$ cat src/rtl/logic_pipe_unit.sv
// logic_pipe_unit
// Pipelined two-operand bitwise logic unit with an optional accumulate mode
// and a DEPTH-entry output FIFO.
//
// Ports
//   clk        rising-edge clock
//   rst_n      asynchronous active-low reset
//   in_valid   input beat present
//   in_ready   unit can accept a beat (FIFO not full)
//   in0, in1   operands A and B (WIDTH bits)
//   op         0 AND, 1 OR, 2 XOR, 3 XNOR, 4 NAND, 5 NOR, 6 NOT in0, 7 pass in0
//   acc_en     beat belongs to an accumulate packet
//   in_last    final beat of an accumulate packet (ignored when acc_en=0)
//   out_valid  FIFO head valid
//   out_ready  consumer takes the head
//   out        result at FIFO head
//   out_count  number of beats folded into the head result
//
// Handshake: a transfer happens on a rising edge where valid && ready are both
// high. The producer side is gated only by FIFO occupancy, so in_ready never
// depends combinationally on out_ready; out/out_count come straight from the
// FIFO storage and stay stable while out_valid && !out_ready.
module logic_pipe_unit #(
  parameter int WIDTH = 8,
  parameter int DEPTH = 4,
  parameter int CNT_W = 8
) (
  input  logic             clk,
  input  logic             rst_n,
  input  logic             in_valid,
  output logic             in_ready,
  input  logic [WIDTH-1:0] in0,
  input  logic [WIDTH-1:0] in1,
  input  logic [2:0]       op,
  input  logic             acc_en,
  input  logic             in_last,
  output logic             out_valid,
  input  logic             out_ready,
  output logic [WIDTH-1:0] out,
  output logic [CNT_W-1:0] out_count
);

  localparam int AW = (DEPTH > 1) ? $clog2(DEPTH) : 1;

  typedef enum logic {S_IDLE = 1'b0, S_ACC = 1'b1} state_t;

  state_t           r_state, w_state_nxt;
  logic [WIDTH-1:0] r_acc, w_acc_nxt;
  logic [CNT_W-1:0] r_cnt, w_cnt_nxt;

  logic             w_accept;
  logic             w_pop;
  logic             w_push;
  logic [WIDTH-1:0] w_push_data;
  logic [CNT_W-1:0] w_push_cnt;
  logic [WIDTH-1:0] w_f;

  logic [WIDTH-1:0] r_mem_data [DEPTH];
  logic [CNT_W-1:0] r_mem_cnt  [DEPTH];
  logic [AW-1:0]    r_wr_ptr, r_rd_ptr;
  logic [AW:0]      r_count;

  function automatic logic [WIDTH-1:0] f_logic(input logic [2:0] f_op,
                                               input logic [WIDTH-1:0] a,
                                               input logic [WIDTH-1:0] b);
    logic [WIDTH-1:0] r;
    case (f_op)
      3'd0:    r = a & b;
      3'd1:    r = a | b;
      3'd2:    r = a ^ b;
      3'd3:    r = ~(a ^ b);
      3'd4:    r = ~(a & b);
      3'd5:    r = ~(a | b);
      3'd6:    r = ~a;
      default: r = a;
    endcase
    return r;
  endfunction

  assign in_ready  = (r_count != (AW+1)'(DEPTH));
  assign out_valid = (r_count != '0);
  assign out       = r_mem_data[r_rd_ptr];
  assign out_count = r_mem_cnt[r_rd_ptr];

  assign w_accept = in_valid && in_ready;
  assign w_pop    = out_valid && out_ready;

  // Inside an open packet the running accumulator replaces operand A.
  assign w_f = f_logic(op, (r_state == S_ACC) ? r_acc : in0, in1);

  always_ff @(posedge clk or negedge rst_n) begin
    if (!rst_n) begin
      r_state <= S_IDLE;
      r_acc   <= '0;
      r_cnt   <= '0;
    end else begin
      r_state <= w_state_nxt;
      r_acc   <= w_acc_nxt;
      r_cnt   <= w_cnt_nxt;
    end
  end

  always_comb begin
    w_state_nxt = r_state;
    w_acc_nxt   = r_acc;
    w_cnt_nxt   = r_cnt;
    w_push      = 1'b0;
    w_push_data = w_f;
    w_push_cnt  = CNT_W'(1);
    if (w_accept) begin
      if (!acc_en) begin
        // Single beat: emit it and abort any open packet without a result.
        w_push      = 1'b1;
        w_push_data = f_logic(op, in0, in1);
        w_push_cnt  = CNT_W'(1);
        w_state_nxt = S_IDLE;
        w_acc_nxt   = '0;
        w_cnt_nxt   = '0;
      end else begin
        case (r_state)
          S_IDLE: begin
            w_acc_nxt   = w_f;
            w_cnt_nxt   = CNT_W'(1);
            w_push      = in_last;
            w_push_cnt  = CNT_W'(1);
            w_state_nxt = in_last ? S_IDLE : S_ACC;
          end
          default: begin
            w_acc_nxt   = w_f;
            // Beat counter saturates rather than wrapping.
            w_cnt_nxt   = (r_cnt == '1) ? r_cnt : r_cnt + CNT_W'(1);
            w_push      = in_last;
            w_push_cnt  = w_cnt_nxt;
            w_state_nxt = in_last ? S_IDLE : S_ACC;
          end
        endcase
      end
    end
  end

  always_ff @(posedge clk or negedge rst_n) begin
    if (!rst_n) begin
      for (int i = 0; i < DEPTH; i++) begin
        r_mem_data[i] <= '0;
        r_mem_cnt[i]  <= '0;
      end
      r_wr_ptr <= '0;
      r_rd_ptr <= '0;
      r_count  <= '0;
    end else begin
      if (w_push) begin
        r_mem_data[r_wr_ptr] <= w_push_data;
        r_mem_cnt[r_wr_ptr]  <= w_push_cnt;
        r_wr_ptr             <= r_wr_ptr + AW'(1);
      end
      if (w_pop) begin
        r_rd_ptr <= r_rd_ptr + AW'(1);
      end
      case ({w_push, w_pop})
        2'b10:   r_count <= r_count + (AW+1)'(1);
        2'b01:   r_count <= r_count - (AW+1)'(1);
        default: r_count <= r_count;
      endcase
    end
  end

endmodule

$ cat config.mk
export PLATFORM = sky130hd
export DESIGN_NAME = logic_pipe_unit
export DESIGN_NICKNAME = d
export VERILOG_FILES = /design/src/rtl/logic_pipe_unit.sv
export SDC_FILE = /design/constraint.sdc
export NUM_CORES = 1
export LEC_CHECK = 0
export ABC_CLOCK_PERIOD_IN_PS = 1950
export BUFFER_PORTS_ARGS = -buffer_cell sky130_fd_sc_hd__clkbuf_2
export CORE_MARGIN = 3
export CORE_UTILIZATION = 45
export DETAILED_ROUTE_END_ITERATION = 8
export PLACE_DENSITY = 0.62
export SLEW_MARGIN = 15
export SYNTH_ARGS = -nofsm -noshare
export SYNTH_HDL_FRONTEND = slang
export SYNTH_SLANG_ARGS = --single-unit
$ cat constraint.sdc
create_clock -name clk -period 1.95 [get_ports clk]
set_input_delay 0.195 -clock clk [delete_from_list [all_inputs] [get_ports clk]]
set_output_delay 0.195 -clock clk [all_outputs]
set_load 0.02 [all_outputs]
# Word-level counts from Yosys, hierarchy flattened
# Index checks and enable logic that the tools add are counted.
# totals
elab_cells	80
in_bits	25
ram_bits	0
mem_bits_ro	0
latchBits	0
mem_count	0
reg_bits	88
out_inout_bits	18
# classes
n_bitwise	16
n_shift	0
div_mod_pow	0
n_reduce_logical	6
n_addsub	5
order_cmp	3
multipliers	0
eq_ne	10
muxes	26
# op_table
operator	count
$mux W8	14
$pmux W8 S7	2
$bwmux W32	2
$not A8 Y8	8
$bmux W8 S2	2
$and A8 B8 Y8	2
$demux W8 S2	1
$or A8 B8 Y8	2
$xor A8 B8 Y8	2
$eq A3 B3 Y1 const B	3
$add A8 B1 Y8 const B	1
$eq A8 B8 Y1 const B	1
$eq A3 B2 Y1 const B	2
$ge A3 B3 Y1 const B	2
$not A2 Y3	2
$pmux W3 S2	1
$add A2 B1 Y2 const B	2
$mux W1	4
$add A3 B1 Y3 const B	1
$eq A3 B1 Y1 const B	1
$logic_and A1 B1 Y1	3
$logic_not A3 Y1	1
$lt A3 B1 Y1 const B	1
$ne A3 B3 Y1 const B	1
5 further kinds	5

# Depth between registers and ports, before layout
# depth
depth_word	7
depth_mapped	10
ltp_nobuf	9

# Least setup slack after synthesis
# Ideal clock, no wire load.
# synth_timing
path_kind	register -> register
start	register r_state
end	register r_mem_data[0] in the netlist's numbering
required_ns	1.814
synth_period_minus_slack_ns	2.108
stages_incl_launch_ff	8
setup_time_ns	0.136
path_buffers	1
slack_ns	-0.158
arrival_time_ns	1.972
cell_sequence	dfrtp_1 > buf_6 > mux2i_1 > ha_1 > a221oi_1 > a31oi_1 > o311ai_2 > o21ai_0
# synth_via
elab_chain_len	7
elab_cells_between_ends	12
classes_between	mux: 5; bitwise: 7
# synth_lines
item	line	rtl
from (decl)	47	state_t r_state, w_state_nxt;
from (signal assigned)	97	r_state <= w_state_nxt;
$mux W8 (*)	89	assign w_f = f_logic(op, (r_state == S_ACC) ? r_acc : in0, in1);
$or A8 B8 Y8, or another cell as far along	69, 73	
$not A8 Y8, on equally long branches	73, 71, 72	
$pmux W8 S7 (*)	67	case (f_op)
$mux W8	111	if (!acc_en) begin
$mux W8 (*)	110	if (w_accept) begin
$bwmux W32 (*)	152	r_mem_data[r_wr_ptr] <= w_push_data;
to (signal, indexed assignment)	152	
to (decl)	58	logic [WIDTH-1:0] r_mem_data [DEPTH];
# Mark *: on every way between the ends. The rest lies on a longest branch, timed or not.
# A chain may end at the register's enable or synchronous reset.

# Worst setup path in the final report
# layout_timing
start	register r_state
end	register r_mem_data[30] in the netlist's numbering
# The elaborated chain is that of the path after synthesis.

==> qor.csv <==
stage,metric,value,unit
sta,period_share,112,%
detailed_routing,top_layer_used,met4,
clocking,clock_latency,0.34,ns
synth,synth_top_area_share,37.4,%
global_route,grt_usage,21.9,%
die,die_w,120,um
synth,synth_top_family_by_area,multiplexers,
detailed_routing,ant_nets,0,
worst_setup_path,worstSetupStartpoint,r_state,
finish,fillers,1095,
clocking,clk_pin_slew_worst_paths,0.06,ns
worst_setup_path,r2r-start,r_state,
synth,syn-instance-count,587,
synth,syn_avg_cell_area,10.0,um^2
detailed_routing,drt-total-wl,15300,um
min_path,hold_class,input pin to flip-flop,
worst_setup_path,required,2.17,ns
placed_design,gp_congestion,0.859,
sta,slew_violations,0,
clocking,cts_buffer_depth,2,
clocking,root_buffer,clkbuf_16,
synth,ys_async_sr_fraction,100,%
power_and_ir_drop,p_per_area,1200,mW/mm^2
power_and_ir_drop,seq_power_share,30.2,%
synth,synth_top_area_cell,dfrtp_1,
power_and_ir_drop,combPwrFrac,49.1,%
synth,synth.distinct_cells,58,
synth,synthAdderAreaFrac,8.41,%
detailed_routing,met2_length,7560,um
die,die_h,120,um
synth,yosys.area_share.simple,12.6,%
synth,synth.most_common_cell,dfrtp_1,
clocking,clkSinkCount,88,
sta,finalHoldViolations,0,
sta,finClkSkew,0.00859,ns
finish,multi_input_area,0.00376,mm^2
power_and_ir_drop,p_int,5.81,mW
synth,yosys-top-cells-count,"dfrtp_1 (88), nand2_1 (74), o21ai_0 (49), ha_1 (38), inv_1 (38)",
worst_setup_path,worstSetupStartpointType,flip-flop,
detailed_routing,wl_per_cell,18.0,um
synth,seq_area_frac_synth,37.4,%
detailed_routing,num_vias,4861,
power_and_ir_drop,power_switching,3.32,mW
sta,tightest_slew,0.499,ns
detailed_routing,drc,0,
global_route,grt_first_pass_wirelength,25600,um
sta,setup_ws,-0.226,ns
power_and_ir_drop,pwr-share-clk,20.6,%
placed_design,dpl.hpwl,10700,um
global_route,antenna_found_initial,0,
sta,fin_crit,2.18,ns
clocking,cts_tree,built,
synth,synth_seq_cells,88,
synth,synth_compound_area_share,16.2,%
detailed_routing,m1WireLength,6980,um
sta,rsz0062_at_grt,true,
worst_setup_path,r2r_end,r_mem_data[30],
placed_design,numPortBuffers,42,
sta,setup_viol,38,
die,dieArea,0.0145,mm^2
synth,syn_area,0.00589,mm^2
finish,fin_nets,735,
worst_setup_path,arrival,2.39,ns
worst_setup_path,reg2reg_depth,8,
run_status,violations,negative setup slack,
worst_setup_path,cp_max_fo,4,
synth,synth_nets,651,
worst_setup_path,worstSetupPathType,flip-flop to flip-flop,
worst_setup_path,crit_end,r_mem_data[30],
synth,synth_xor_area_share,1.63,%
worst_setup_path,reg2reg_slack,-0.23,ns
min_path,hp-start,out_ready,
clocking,cts-htree-levels,3,
die,num_rows,41,
synth,synth_top_cells_by_area,"dfrtp_1 (37%), ha_1 (8.1%), mux4_2 (6.9%)",
sta,fmax,0.460,GHz
run_status,status,"finished, violations left",
synth,yosysWarnings,0,
global_route,overflow,0,
detailed_routing,initialDrtViolationCount,317,
die,start_util,46.3,%
job,cap_violations,0,
sta,timing.slew.headroom,66.6,%
power_and_ir_drop,totalPowerFinal,9.13,mW
global_route,grt_pass1_vias,5029,
synth,synthMuxAreaShare,17.9,%
detailed_routing,vias_per_cell,5.73,
detailed_routing,firstDrtPassIters,4,
finish,antennaDiodeCount,0,
worst_setup_path,endpoint_kind,flip-flop,
power_and_ir_drop,power_leakage,3.52,nW
die,pin_count,43,
synth,ys.flop_type,dfrtp_1,
finish,syn_to_final_growth,28.6,%
clocking,numCtsBuffers,9,
synth,synth_edf_count,0,
finish,regArea,0.00221,mm^2
power_and_ir_drop,vdd_drop_max,0.596,mV
power_and_ir_drop,switching_share,36.3,%
global_route,grt_max_degree,53,
die,core_region_area,0.0127,mm^2
sta,whs,0.261,ns
finish,drive_above_1_share,36.4,%
detailed_routing,route.met3.wl,564,um
==> worst min-delay path by stage <==
stage	cells past startpoint	slack, ns	endpoint
6_report	4	0.26	r_rd_ptr[0]
3_5_place_dp	1	0.19	r_mem_data[31]
4_1_cts	4	0.29	r_rd_ptr[0]
5_1_grt	4	0.28	r_rd_ptr[0]
3_3_place_gp	1	0.18	r_mem_data[15]
2_1_floorplan	0	-0.10	r_acc[0]
==> state kept, by name, indices dropped and copies added (netlist names) <==
signal	flops
r_acc	8
r_wr_ptr	2
r_mem_data	32
r_mem_cnt	32
r_rd_ptr	2
r_state	1
r_cnt	8
r_count	3
==> cell usage in the layout (no fill, tap or decap), drive strengths merged, types with 3 or more instances in the layout <==
cell    count
dfrtp      88
buf        75
nand2      74
o21ai      49
clkbuf     48
inv        39
ha         38
mux2       35
mux2i      24
nor2       19
mux4       18
nand3      15
a21oi      12
a21o        9
nor2b       8
o31ai       8
xnor2       7
nor3        7
o211ai      6
o22ai       6
nor3b       6
a221oi      6
a221o       5
a32o        5
nand2b      5
a22oi       5
and3        4
a211o       4
xor2        4
a31oi       4
a211oi      4
and2        4
o221ai      3
nand3b      3
a31o        3
or3         3
==> routing by layer <==
metal / track usage [%] / vias to the layer above
li1: - / 2300
met1: 30.4 / 2441
met2: 35.9 / 104
met3: 3.55 / 16
met4: 6.02 / 0
met5: 0 / -
==> cells by family (layout without fill, tap and decap cells) <==
| family | Yosys count | after routing |
|---|---|---|
| adders and majority gates | 39 | 39 |
| and+or+nand+nor | 155 | 155 |
| AOI/OAI and AO/OA | 138 | 138 |
| buffers and inverters | 79 | 168 |
| DFF | 88 | 88 |
| xor gates and xnor gates | 11 | 11 |
| muxes | 77 | 77 |
==> metrics by stage <==
stage	setup WS, ns	utilization [%]	std cells	instance area (um^2)	setup TNS (ns)
6_report	-0.226	59.6	848	7580	-4.62
5_1_grt	-0.284	59.6	848	7580	-8.46
4_1_cts	-0.205	58.5	846	7440	-5.72
3_5_place_dp	-0.304	52.9	819	6730	-6.93
3_3_place_gp	-0.166	52.9	819	6730	-4.01
2_1_floorplan	-0.0808	-	587	5950	-0.945
==> cell type report <==
cell class                      count  share of cell area [%]
Clock buffer                       10                    3.15
Inverter                           38                    1.88
Multi-Input combinational cell    420                    49.6
Timing Repair Buffer              114                    12.2
Tap cell                          172                    2.84
Clock inverter                      6                    1.19
Sequential cell                    88                    29.1
==> critical path, cell delays in order (launching register included) <==
cell	delay, ns
dfrtp_2	0.44
buf_6	0.13
mux2i_4	0.19
ha_4	0.16
or2_1	0.22
a221o_1	0.35
o311ai_4	0.10
a32oi_4	0.17
mux2_4	0.30
==> power by group through the flow <==
| stage | sequential (mW) | combinational [mW] | clock [mW] |
|---|---|---|---|
| 2_1_floorplan | 2.63 | 2.55 | 0 |
| 3_3_place_gp | 2.69 | 3.66 | 0 |
| 3_5_place_dp | 2.73 | 3.77 | 0 |
| 4_1_cts | 2.75 | 4.24 | 1.91 |
| 5_1_grt | 2.82 | 4.86 | 2.00 |
| 6_report | 2.76 | 4.49 | 1.88 |
==> what timing repair did <==
action                                  4_1_cts  5_1_grt
setup buffers                                11        4
endpoints found under the hold margin        36        0
pin swaps                                    23       15
cloned                                        1        0
hold buffers                                  1        0
endpoints found under the setup margin       48       60
gates resized for setup                      59       38
Power figures use the tool's default switching activity.
